File: src/rtl/uart_pkg.sv
// Shared UART definitions: FSM state encoding and
// oversampling constants used by the RX/TX controllers.
package uart_pkg;

    localparam int OVS           = 8;
    localparam int MAX_DATA_BITS = 9;

    localparam logic [2:0] MID_SAMPLE  = 3'd3;
    localparam logic [2:0] LAST_SAMPLE = 3'd7;

    typedef enum logic [2:0] {
        ST_IDLE   = 3'd0,
        ST_START  = 3'd1,
        ST_DATA   = 3'd2,
        ST_PARITY = 3'd3,
        ST_STOP   = 3'd4
    } state_t;

endpackage

File: src/rtl/uart_sync2.sv
// Two-flop synchroniser for an asynchronous line that idles high.
// Reset drives both stages to 1 so a released reset never looks like a start.
module uart_sync2 (
    input  logic i_clk,
    input  logic i_rst,
    input  logic i_d,
    output logic o_q
);

    logic r_s1;
    logic r_s2;

    // Two-stage capture of the asynchronous input
    always_ff @(posedge i_clk or posedge i_rst) begin
        if (i_rst) begin
            r_s1 <= 1'b1;
            r_s2 <= 1'b1;
        end else begin
            r_s1 <= i_d;
            r_s2 <= r_s1;
        end
    end

    assign o_q = r_s2;

endmodule

File: src/rtl/uart_rx_ctrl.sv
// UART receive sequencer: start validation, mid-bit sampling,
// RSR shift / RDR load strobes, parity/stop checks and RDR occupancy.
import uart_pkg::*;

module uart_rx_ctrl #(
    parameter int DATA_BITS  = 8,
    parameter int PARITY_EN  = 0,
    parameter int PARITY_ODD = 0
) (
    input  logic bclkx8,
    input  logic rst,
    input  logic rxd,
    input  logic rd_ack,
    input  logic err_clr,
    output logic shft_rsr,
    output logic rx_bit,
    output logic load_rdr,
    output logic rdr_full,
    output logic busy,
    output logic frame_err,
    output logic parity_err,
    output logic overrun_err
);

    localparam logic [3:0] LAST_BIT = 4'(DATA_BITS - 1);
    localparam logic       ODD      = (PARITY_ODD != 0);

    logic   w_rxd_s;

    state_t r_state, w_state;
    logic [2:0] r_ct1, w_ct1;
    logic [3:0] r_ct2, w_ct2;
    logic   r_acc, w_acc;
    logic   r_pbad, w_pbad;
    logic   r_shft, w_shft;
    logic   r_bit, w_bit;
    logic   r_load, w_load;
    logic   r_full, w_full;
    logic   r_busy, w_busy;
    logic   r_fe, w_fe;
    logic   r_pe, w_pe;
    logic   r_ov, w_ov;
    logic   w_set_fe, w_set_pe, w_set_ov;

    uart_sync2 u_sync (
        .i_clk (bclkx8),
        .i_rst (rst),
        .i_d   (rxd),
        .o_q   (w_rxd_s)
    );

    // State, counters, flags and registered strobes
    always_ff @(posedge bclkx8 or posedge rst) begin
        if (rst) begin
            r_state <= ST_IDLE;
            r_ct1   <= 3'd0;
            r_ct2   <= 4'd0;
            r_acc   <= 1'b0;
            r_pbad  <= 1'b0;
            r_shft  <= 1'b0;
            r_bit   <= 1'b0;
            r_load  <= 1'b0;
            r_full  <= 1'b0;
            r_busy  <= 1'b0;
            r_fe    <= 1'b0;
            r_pe    <= 1'b0;
            r_ov    <= 1'b0;
        end else begin
            r_state <= w_state;
            r_ct1   <= w_ct1;
            r_ct2   <= w_ct2;
            r_acc   <= w_acc;
            r_pbad  <= w_pbad;
            r_shft  <= w_shft;
            r_bit   <= w_bit;
            r_load  <= w_load;
            r_full  <= w_full;
            r_busy  <= w_busy;
            r_fe    <= w_fe;
            r_pe    <= w_pe;
            r_ov    <= w_ov;
        end
    end

    // Next-state, counter, strobe and flag logic
    always_comb begin
        w_state  = r_state;
        w_ct1    = r_ct1;
        w_ct2    = r_ct2;
        w_acc    = r_acc;
        w_pbad   = r_pbad;
        w_shft   = 1'b0;
        w_bit    = r_bit;
        w_load   = 1'b0;
        w_full   = r_full;
        w_fe     = r_fe;
        w_pe     = r_pe;
        w_ov     = r_ov;
        w_set_fe = 1'b0;
        w_set_pe = 1'b0;
        w_set_ov = 1'b0;

        unique case (r_state)
            ST_IDLE: begin
                if (!w_rxd_s) begin
                    w_state = ST_START;
                    w_ct1   = 3'd0;
                end
            end
            ST_START: begin
                if (w_rxd_s) begin
                    w_state = ST_IDLE;
                end else if (r_ct1 == MID_SAMPLE) begin
                    w_state = ST_DATA;
                    w_ct1   = 3'd0;
                    w_ct2   = 4'd0;
                    w_acc   = 1'b0;
                    w_pbad  = 1'b0;
                end else begin
                    w_ct1 = r_ct1 + 3'd1;
                end
            end
            ST_DATA: begin
                w_ct1 = r_ct1 + 3'd1;
                if (r_ct1 == LAST_SAMPLE) begin
                    w_shft = 1'b1;
                    w_bit  = w_rxd_s;
                    w_acc  = r_acc ^ w_rxd_s;
                    w_ct2  = r_ct2 + 4'd1;
                    if (r_ct2 == LAST_BIT) begin
                        w_state = (PARITY_EN != 0) ? ST_PARITY : ST_STOP;
                    end
                end
            end
            ST_PARITY: begin
                w_ct1 = r_ct1 + 3'd1;
                if (r_ct1 == LAST_SAMPLE) begin
                    w_pbad  = r_acc ^ w_rxd_s ^ ODD;
                    w_state = ST_STOP;
                end
            end
            ST_STOP: begin
                w_ct1 = r_ct1 + 3'd1;
                if (r_ct1 == LAST_SAMPLE) begin
                    w_state  = ST_IDLE;
                    w_set_fe = !w_rxd_s;
                    w_set_pe = r_pbad;
                    if (w_rxd_s && !r_pbad) begin
                        if (r_full && !rd_ack) begin
                            w_set_ov = 1'b1;
                        end else begin
                            w_load = 1'b1;
                        end
                    end
                end
            end
            default: begin
                w_state = ST_IDLE;
            end
        endcase

        // A host read frees the RDR; a same-cycle load keeps it occupied
        if (rd_ack) begin
            w_full = 1'b0;
        end
        if (w_load) begin
            w_full = 1'b1;
        end

        // Clearing loses to a freshly detected error
        if (err_clr) begin
            w_fe = 1'b0;
            w_pe = 1'b0;
            w_ov = 1'b0;
        end
        if (w_set_fe) begin
            w_fe = 1'b1;
        end
        if (w_set_pe) begin
            w_pe = 1'b1;
        end
        if (w_set_ov) begin
            w_ov = 1'b1;
        end

        w_busy = (w_state != ST_IDLE);
    end

    assign shft_rsr    = r_shft;
    assign rx_bit      = r_bit;
    assign load_rdr    = r_load;
    assign rdr_full    = r_full;
    assign busy        = r_busy;
    assign frame_err   = r_fe;
    assign parity_err  = r_pe;
    assign overrun_err = r_ov;

endmodule

File: config.mk
export PLATFORM = sky130hd
export DESIGN_NAME = uart_rx_ctrl
export DESIGN_NICKNAME = d
export VERILOG_FILES = /design/src/rtl/uart_pkg.sv /design/src/rtl/uart_sync2.sv /design/src/rtl/uart_rx_ctrl.sv
export SDC_FILE = /design/constraint.sdc
export NUM_CORES = 1
export LEC_CHECK = 0
export ABC_AREA = 1
export CAP_MARGIN = 20
export CORE_UTILIZATION = 40
export CTS_CLUSTER_DIAMETER = 200
export CTS_CLUSTER_SIZE = 16
export DETAILED_ROUTE_END_ITERATION = 12
export GPL_ROUTABILITY_DRIVEN = 1
export PLACE_DENSITY = 0.69
export RECOVER_POWER = 50
export SYNTH_ARGS = -nofsm -noshare
export SYNTH_HDL_FRONTEND = slang
export SYNTH_SLANG_ARGS = --single-unit
File: constraint.sdc
create_clock -name bclkx8 -period 2.2 [get_ports bclkx8]
set_clock_uncertainty 0.2 [all_clocks]
set_input_delay 0.66 -clock bclkx8 [delete_from_list [all_inputs] [get_ports bclkx8]]
set_output_delay 0.66 -clock bclkx8 [all_outputs]
set_load 0.02 [all_outputs]
* Word level (Yosys, flattened, before mapping)
Cells that the tools add are included.
** Word-level totals
- Flip-flop bits (word level) :: 22
- Input port bits :: 5
- Output and inout port bits :: 8
** Operators by class
- $add $sub $neg :: 2
- Equality and inequality tests :: 12
- Muxes and demuxes :: 41
- Bitwise gates (word level) :: 1
- Reduce and logical (&&, ||, !) cells :: 19
** Operators with widths (count)
- two-way mux 3 bit :: 10
- two-way mux 1 bit :: 23
- one-hot mux 3 bit (5 select lines) :: 1
- two-way mux 4 bit :: 3
- nonzero test 2 bit :: 6
- != test 2 bit, second input constant :: 5
- equality test 3 x 2 -> 1 bit, second input constant :: 3
- one-hot mux 3 bit (3 select lines) :: 1
- one-hot mux 4 bit (2 select lines) :: 1
- AND reduction 4 bit :: 2
- equality test 3 bit, second input constant :: 2
- nonzero test 3 bit :: 2
- adder 4 x 1 -> 4 bit, second input constant :: 1
- equality test 4 x 3 -> 1 bit, second input constant :: 1
- one-hot mux 1 bit (2 select lines) :: 2
- adder 3 x 1 -> 3 bit, second input constant :: 1
- equality test 3 x 1 -> 1 bit, second input constant :: 1
- logical NOT 1 bit :: 3
- logical NOT 3 bit :: 1
- AND reduction 3 bit :: 1
- OR reduction 3 bit :: 1
- logical AND 1 bit :: 2
- AND reduction 2 bit :: 1
- XOR 1 bit :: 1

* Logic depth before layout (Yosys ltp)
- Depth after elaboration :: 7
- Gate-level depth with buffers :: 9

* Cells and area by module
From an unflattened synthesis, not the netlist that was laid out.
** Unflattened totals
- Cell total of the unflattened synthesis :: 146
- Area total of the unflattened synthesis :: 1173.6 µm²
** Modules (own cells, without submodules)
- uart_rx_ctrl :: instances 1, cells an instance 143, area each 1117.3 µm², sequential area each 500.5 µm²
- uart_sync2 :: instances 1, cells an instance 3, area each 56.3 µm², sequential area each 52.6 µm²

* Worst setup path before layout
Ideal clock, no wire load.
- Kind :: reg2reg
- Start :: register r_ct1[0]
- End :: register r_busy (netlist: busy)
- Setup time :: 128 ps
- Arrival :: 1286 ps
- Slack :: 586 ps
- Cell stages (with the launch flop) :: 9
- Buffers on the path :: 0
- Period minus slack after synthesis :: 1614 ps
- Path through :: dfrtp_1 ha_1 ha_1 inv_1 nor2_1 nand2_1 nor2_1 nor2_1 nand3_1
** On the way
- Cells in the longest elaborated chain, start to end :: 5
** Ends and longest elaborated chain
- start: declaration :: line uart_rx_ctrl.sv:31 : logic [2:0] r_ct1, w_ct1;
- start signal: assignment :: line uart_rx_ctrl.sv:70 : r_ct1 <= w_ct1;
- equality test 3 x 2 -> 1 bit :: line uart_rx_ctrl.sv:113 : end else if (r_ct1 == MID_SAMPLE) begin
- two-way mux 3 bit :: line uart_rx_ctrl.sv:113
- two-way mux 3 bit :: line uart_rx_ctrl.sv:111 : if (w_rxd_s) begin
- one-hot mux 3 bit (5 select lines) * :: line uart_rx_ctrl.sv:103 : unique case (r_state)
- nonzero test 3 bit * :: line uart_rx_ctrl.sv:186 : w_busy = (w_state != ST_IDLE);
- net w_busy :: line uart_rx_ctrl.sv:39 : logic r_busy, w_busy;
- end signal: assignment :: line uart_rx_ctrl.sv:78 : r_busy <= w_busy;
- end: declaration :: line uart_rx_ctrl.sv:39
Mark *: on every way through the listed nets, which the timed path passes. The rest lies on a longest branch.
A chain may end at the register's enable or synchronous reset.

* Worst setup path after layout
- Start :: register r_pe (netlist: parity_err)
- End :: output port parity_err
** RTL lines
- start: declaration :: line uart_rx_ctrl.sv:41 : logic r_pe, w_pe;
- start signal: assignment :: line uart_rx_ctrl.sv:80 : r_pe <= w_pe;
- end: declaration :: line uart_rx_ctrl.sv:21 : output logic parity_err,
No word-level cell between the ends.

==> metrics.txt <==
# TYPE chip_impl_metric gauge
chip_impl_info{name="tritoncts",value="built"} 1
chip_impl_metric{name="dp_hpwl",unit="um"} 1680
chip_impl_metric{name="rows",unit=""} 18
chip_impl_metric{name="drt_iter0_drc",unit=""} 53
chip_impl_metric{name="antenna_cells",unit=""} 0
chip_impl_metric{name="worstPathBufferInverterCount",unit=""} 1
chip_impl_info{name="worst_path_max_delay_cell",value="clkdlybuf4s50_1"} 1
chip_impl_metric{name="yosysSeqAreaShare",unit="%"} 48.5
chip_impl_info{name="hp-class",value="register to register"} 1
chip_impl_metric{name="cts_max_path_buffers",unit=""} 2
chip_impl_metric{name="drv.max_cap_violation_count",unit=""} 0
chip_impl_metric{name="ys_warn_count",unit=""} 0
chip_impl_metric{name="cts_inserted_buffers",unit=""} 3
chip_impl_metric{name="insertion_delay",unit="ns"} 0.31
chip_impl_metric{name="grt_pass1_vias",unit=""} 905
chip_impl_metric{name="initial_core_util",unit="%"} 44.0
chip_impl_metric{name="max_clock_freq",unit="MHz"} 471
chip_impl_metric{name="cts_htree_levels",unit=""} 1
chip_impl_info{name="crit_path_end_kind",value="primary output"} 1
chip_impl_info{name="clk_root_buf",value="clkbuf_4"} 1
chip_impl_metric{name="remaining_design_rule_violation_count",unit=""} 0
chip_impl_metric{name="leakagePower",unit="nW"} 0.735
chip_impl_metric{name="detailedRoute.firstPassIterationCount",unit=""} 4
chip_impl_metric{name="die_area",unit="mm2"} 0.00307
chip_impl_metric{name="gr-usage-all-layers",unit="%"} 15.7
chip_impl_metric{name="vias_per_cell",unit=""} 4.81
chip_impl_metric{name="gp_routability_congestion",unit=""} 0.859
chip_impl_metric{name="clock_sinks",unit=""} 22
chip_impl_metric{name="arrival",unit="ns"} 1.26
chip_impl_metric{name="global_route_wire_length_before_repair",unit="um"} 3860
chip_impl_metric{name="drive_above_1_share",unit="%"} 9.43
chip_impl_metric{name="timing_worst_slew_pin_value",unit="ns"} 0.543
chip_impl_metric{name="postSynthCellCount",unit=""} 142
chip_impl_info{name="status",value="finished, final reports clean"} 1
chip_impl_metric{name="initial_antenna_violation_count",unit=""} 0
chip_impl_metric{name="pin_count_of_the_biggest_net_entering_global_routing",unit=""} 23
chip_impl_metric{name="num_vias",unit=""} 910
chip_impl_metric{name="setup_viol",unit=""} 0
chip_impl_info{name="chain_of_cells_forming_the_critical_path",value="clkdlybuf4s50_1"} 1
chip_impl_metric{name="antenna_violating_nets_post_route",unit=""} 0
chip_impl_info{name="criticalPathCategory",value="register to primary output"} 1
chip_impl_metric{name="setup_total_negative_slack",unit="ns"} 0
chip_impl_metric{name="mappedNetlistNets",unit=""} 153
chip_impl_metric{name="final.period_utilization",unit="%"} 96.6
chip_impl_metric{name="ir_worst_vdd",unit="uV"} 477
chip_impl_metric{name="required_arrival_time_at_the_worst_endpoint",unit="ns"} 1.34
chip_impl_metric{name="critical-path-max-stage-delay",unit="ns"} 0.60
chip_impl_metric{name="slew_viol_final",unit=""} 0
chip_impl_metric{name="ys_types",unit=""} 19
chip_impl_metric{name="totalWireLength",unit="um"} 2160
chip_impl_metric{name="synth_area_per_cell",unit="um2"} 8.03
chip_impl_metric{name="clk_pin_slew_worst_paths",unit="ns"} 0.11
chip_impl_info{name="grt_setup_unrepaired",value="no"} 1
chip_impl_metric{name="placed_cells",unit=""} 185
chip_impl_metric{name="r2r_setup_slack",unit="ns"} 0.43
chip_impl_metric{name="final-hold-violation-count",unit=""} 0
chip_impl_info{name="critical_path.startpoint_type",value="register"} 1
chip_impl_metric{name="core_area",unit="mm2"} 0.00259
chip_impl_metric{name="chipWidth",unit="um"} 55.4
chip_impl_metric{name="ys_seq_elements",unit=""} 22
chip_impl_info{name="cell_family_with_the_largest_share_of_critical_path_delay",value="buffers and inverters"} 1
chip_impl_metric{name="layout_net_count",unit=""} 171
chip_impl_metric{name="num_io_pins",unit=""} 13
chip_impl_metric{name="crit_path_max_fanout",unit=""} 2
chip_impl_metric{name="synthToLayoutAreaGrowth",unit="%"} 16.8
chip_impl_metric{name="io_buffer_count",unit=""} 12
chip_impl_metric{name="finish.cell_count_without_fillers",unit=""} 189
chip_impl_metric{name="grt-ovfl-total",unit=""} 0
chip_impl_metric{name="power_density",unit="mW/mm2"} 606
chip_impl_metric{name="height_of_the_die",unit="um"} 55.4
chip_impl_metric{name="slew_headroom",unit="%"} 63.8
chip_impl_metric{name="timing.final.crit_period",unit="ns"} 2.12
chip_impl_metric{name="syn-cell-area",unit="mm2"} 0.00114
chip_impl_metric{name="route.detailed.wl_per_inst",unit="um"} 11.4
[metal layers]
| layer | vias up | share of wire (%) | track usage, % |
|---|---|---|---|
| li1 | 477 | - | - |
| met1 | 405 | 45 | 19.0 |
| met2 | 22 | 50 | 26.7 |
| met3 | 6 | 3.9 | 4.92 |
| met4 | 0 | 1.1 | 5.00 |
| met5 | - | 0 | 0 |
[sequential cells by signal (all words and copies together), names as in the netlist]
name,count
r_ct2,4
r_ct1,3
r_state,3
busy,1
frame_err,1
load_rdr,1
overrun_err,1
parity_err,1
r_acc,1
r_pbad,1
rdr_full,1
rx_bit,1
shft_rsr,1
u_sync.o_q,1
u_sync.r_s1,1
[layout by cell type, fill, tap and decap left out]
cell type,count
nand2_1,32
inv_1,23
nor2_1,20
dfrtp_1,20
nand3_1,17
clkdlybuf4s50_1,8
ha_1,6
o21ai_0,5
o21ai_1,4
inv_2,3
clkbuf_4,3
nand3_2,2
dlygate4sd3_1,2
dlymetal6s2s_1,2
dfstp_2,2
nand3_4,1
nor2_4,1
inv_4,1
xor2_1,1
a21oi_1,1
nand2_2,1
nand4_1,1
nor3_1,1
clkbuf_1,1
clkbuf_2,1
[what timing repair did]
item                                    CTS  global route
endpoints found under the setup margin    0             2
endpoints found under the hold margin     0             0
resized for setup                         0             2
hold buffers                              0             0
setup buffers                             0             0
[path summary, 6_finish.rpt]
check | from | end | depth (start not counted)
min in group asynchronous | rst | r_ct2[0] | 3
worst max register to register | r_ct1[0] | busy | 8
worst min register to register | u_sync.r_s1 | u_sync.o_q | 0
max in group asynchronous | rst | u_sync.o_q | 3
worst max-delay path | parity_err | parity_err | 1
worst min-delay path | u_sync.r_s1 | u_sync.o_q | 0
[power breakdown]
group | switching [W] | leakage (nW) | internal [W] | total (W)
clock network | 0.000121 | 0.0150 | 0.0000708 | 0.000192
registers | 0.0000277 | 0.297 | 0.000435 | 0.000463
logic | 0.0000931 | 0.423 | 0.0000586 | 0.000152
[kinds of logic after synthesis]
group / Yosys count / synth area share, %
adders and majority gates: 6 / 6.59
buffers and inverters: 27 / 9.11
xor gates and xnor gates: 1 / 0.769
AOI/OAI and AO/OA: 10 / 4.39
and+or+nand+nor: 76 / 30.6
DFF: 22 / 48.5
[synthesized netlist by cell type]
library cell | n | area share (%)
nand2_1 | 31 | 10
nand3_4 | 1 | 1.5
dfstp_2 | 2 | 4.6
nor2_4 | 1 | 0.99
nand3_1 | 17 | 7.5
o21ai_1 | 4 | 1.8
o21ai_0 | 5 | 2.2
dfrtp_1 | 20 | 44
nor2_1 | 20 | 6.6
inv_1 | 23 | 7.6
nand4_1 | 1 | 0.55
a21oi_1 | 1 | 0.44
xor2_1 | 1 | 0.77
nand2_2 | 2 | 1.1
nand3_2 | 2 | 1.8
ha_1 | 6 | 6.6
inv_4 | 1 | 0.55
nor3_1 | 1 | 0.44
inv_2 | 3 | 0.99
[layout make-up]
cell class | count | area, um2
Multi-Input combinational cell | 93 | 480
Timing Repair Buffer | 13 | 130
Sequential cell | 22 | 553
Clock buffer | 4 | 26.3
Fill cell | 234 | 1260
Tap cell | 30 | 37.5
Inverter | 27 | 104
[metrics by stage]
step	power [W]	area, um2	setup slack (ns)	hold slack, ns	utilization, %
6_report	0.000806	1330	0.0758	0.169	51.4
5_1_grt	0.000848	1330	0.0254	0.174	51.4
4_1_cts	0.000819	1330	0.0303	0.169	51.4
3_5_place_dp	0.000627	1310	0.401	0.147	50.4
3_3_place_gp	0.000617	1310	0.422	0.150	50.4
2_1_floorplan	0.000573	1140	0.586	0.145	-
Note: power is estimated with default switching activity, not from simulation.
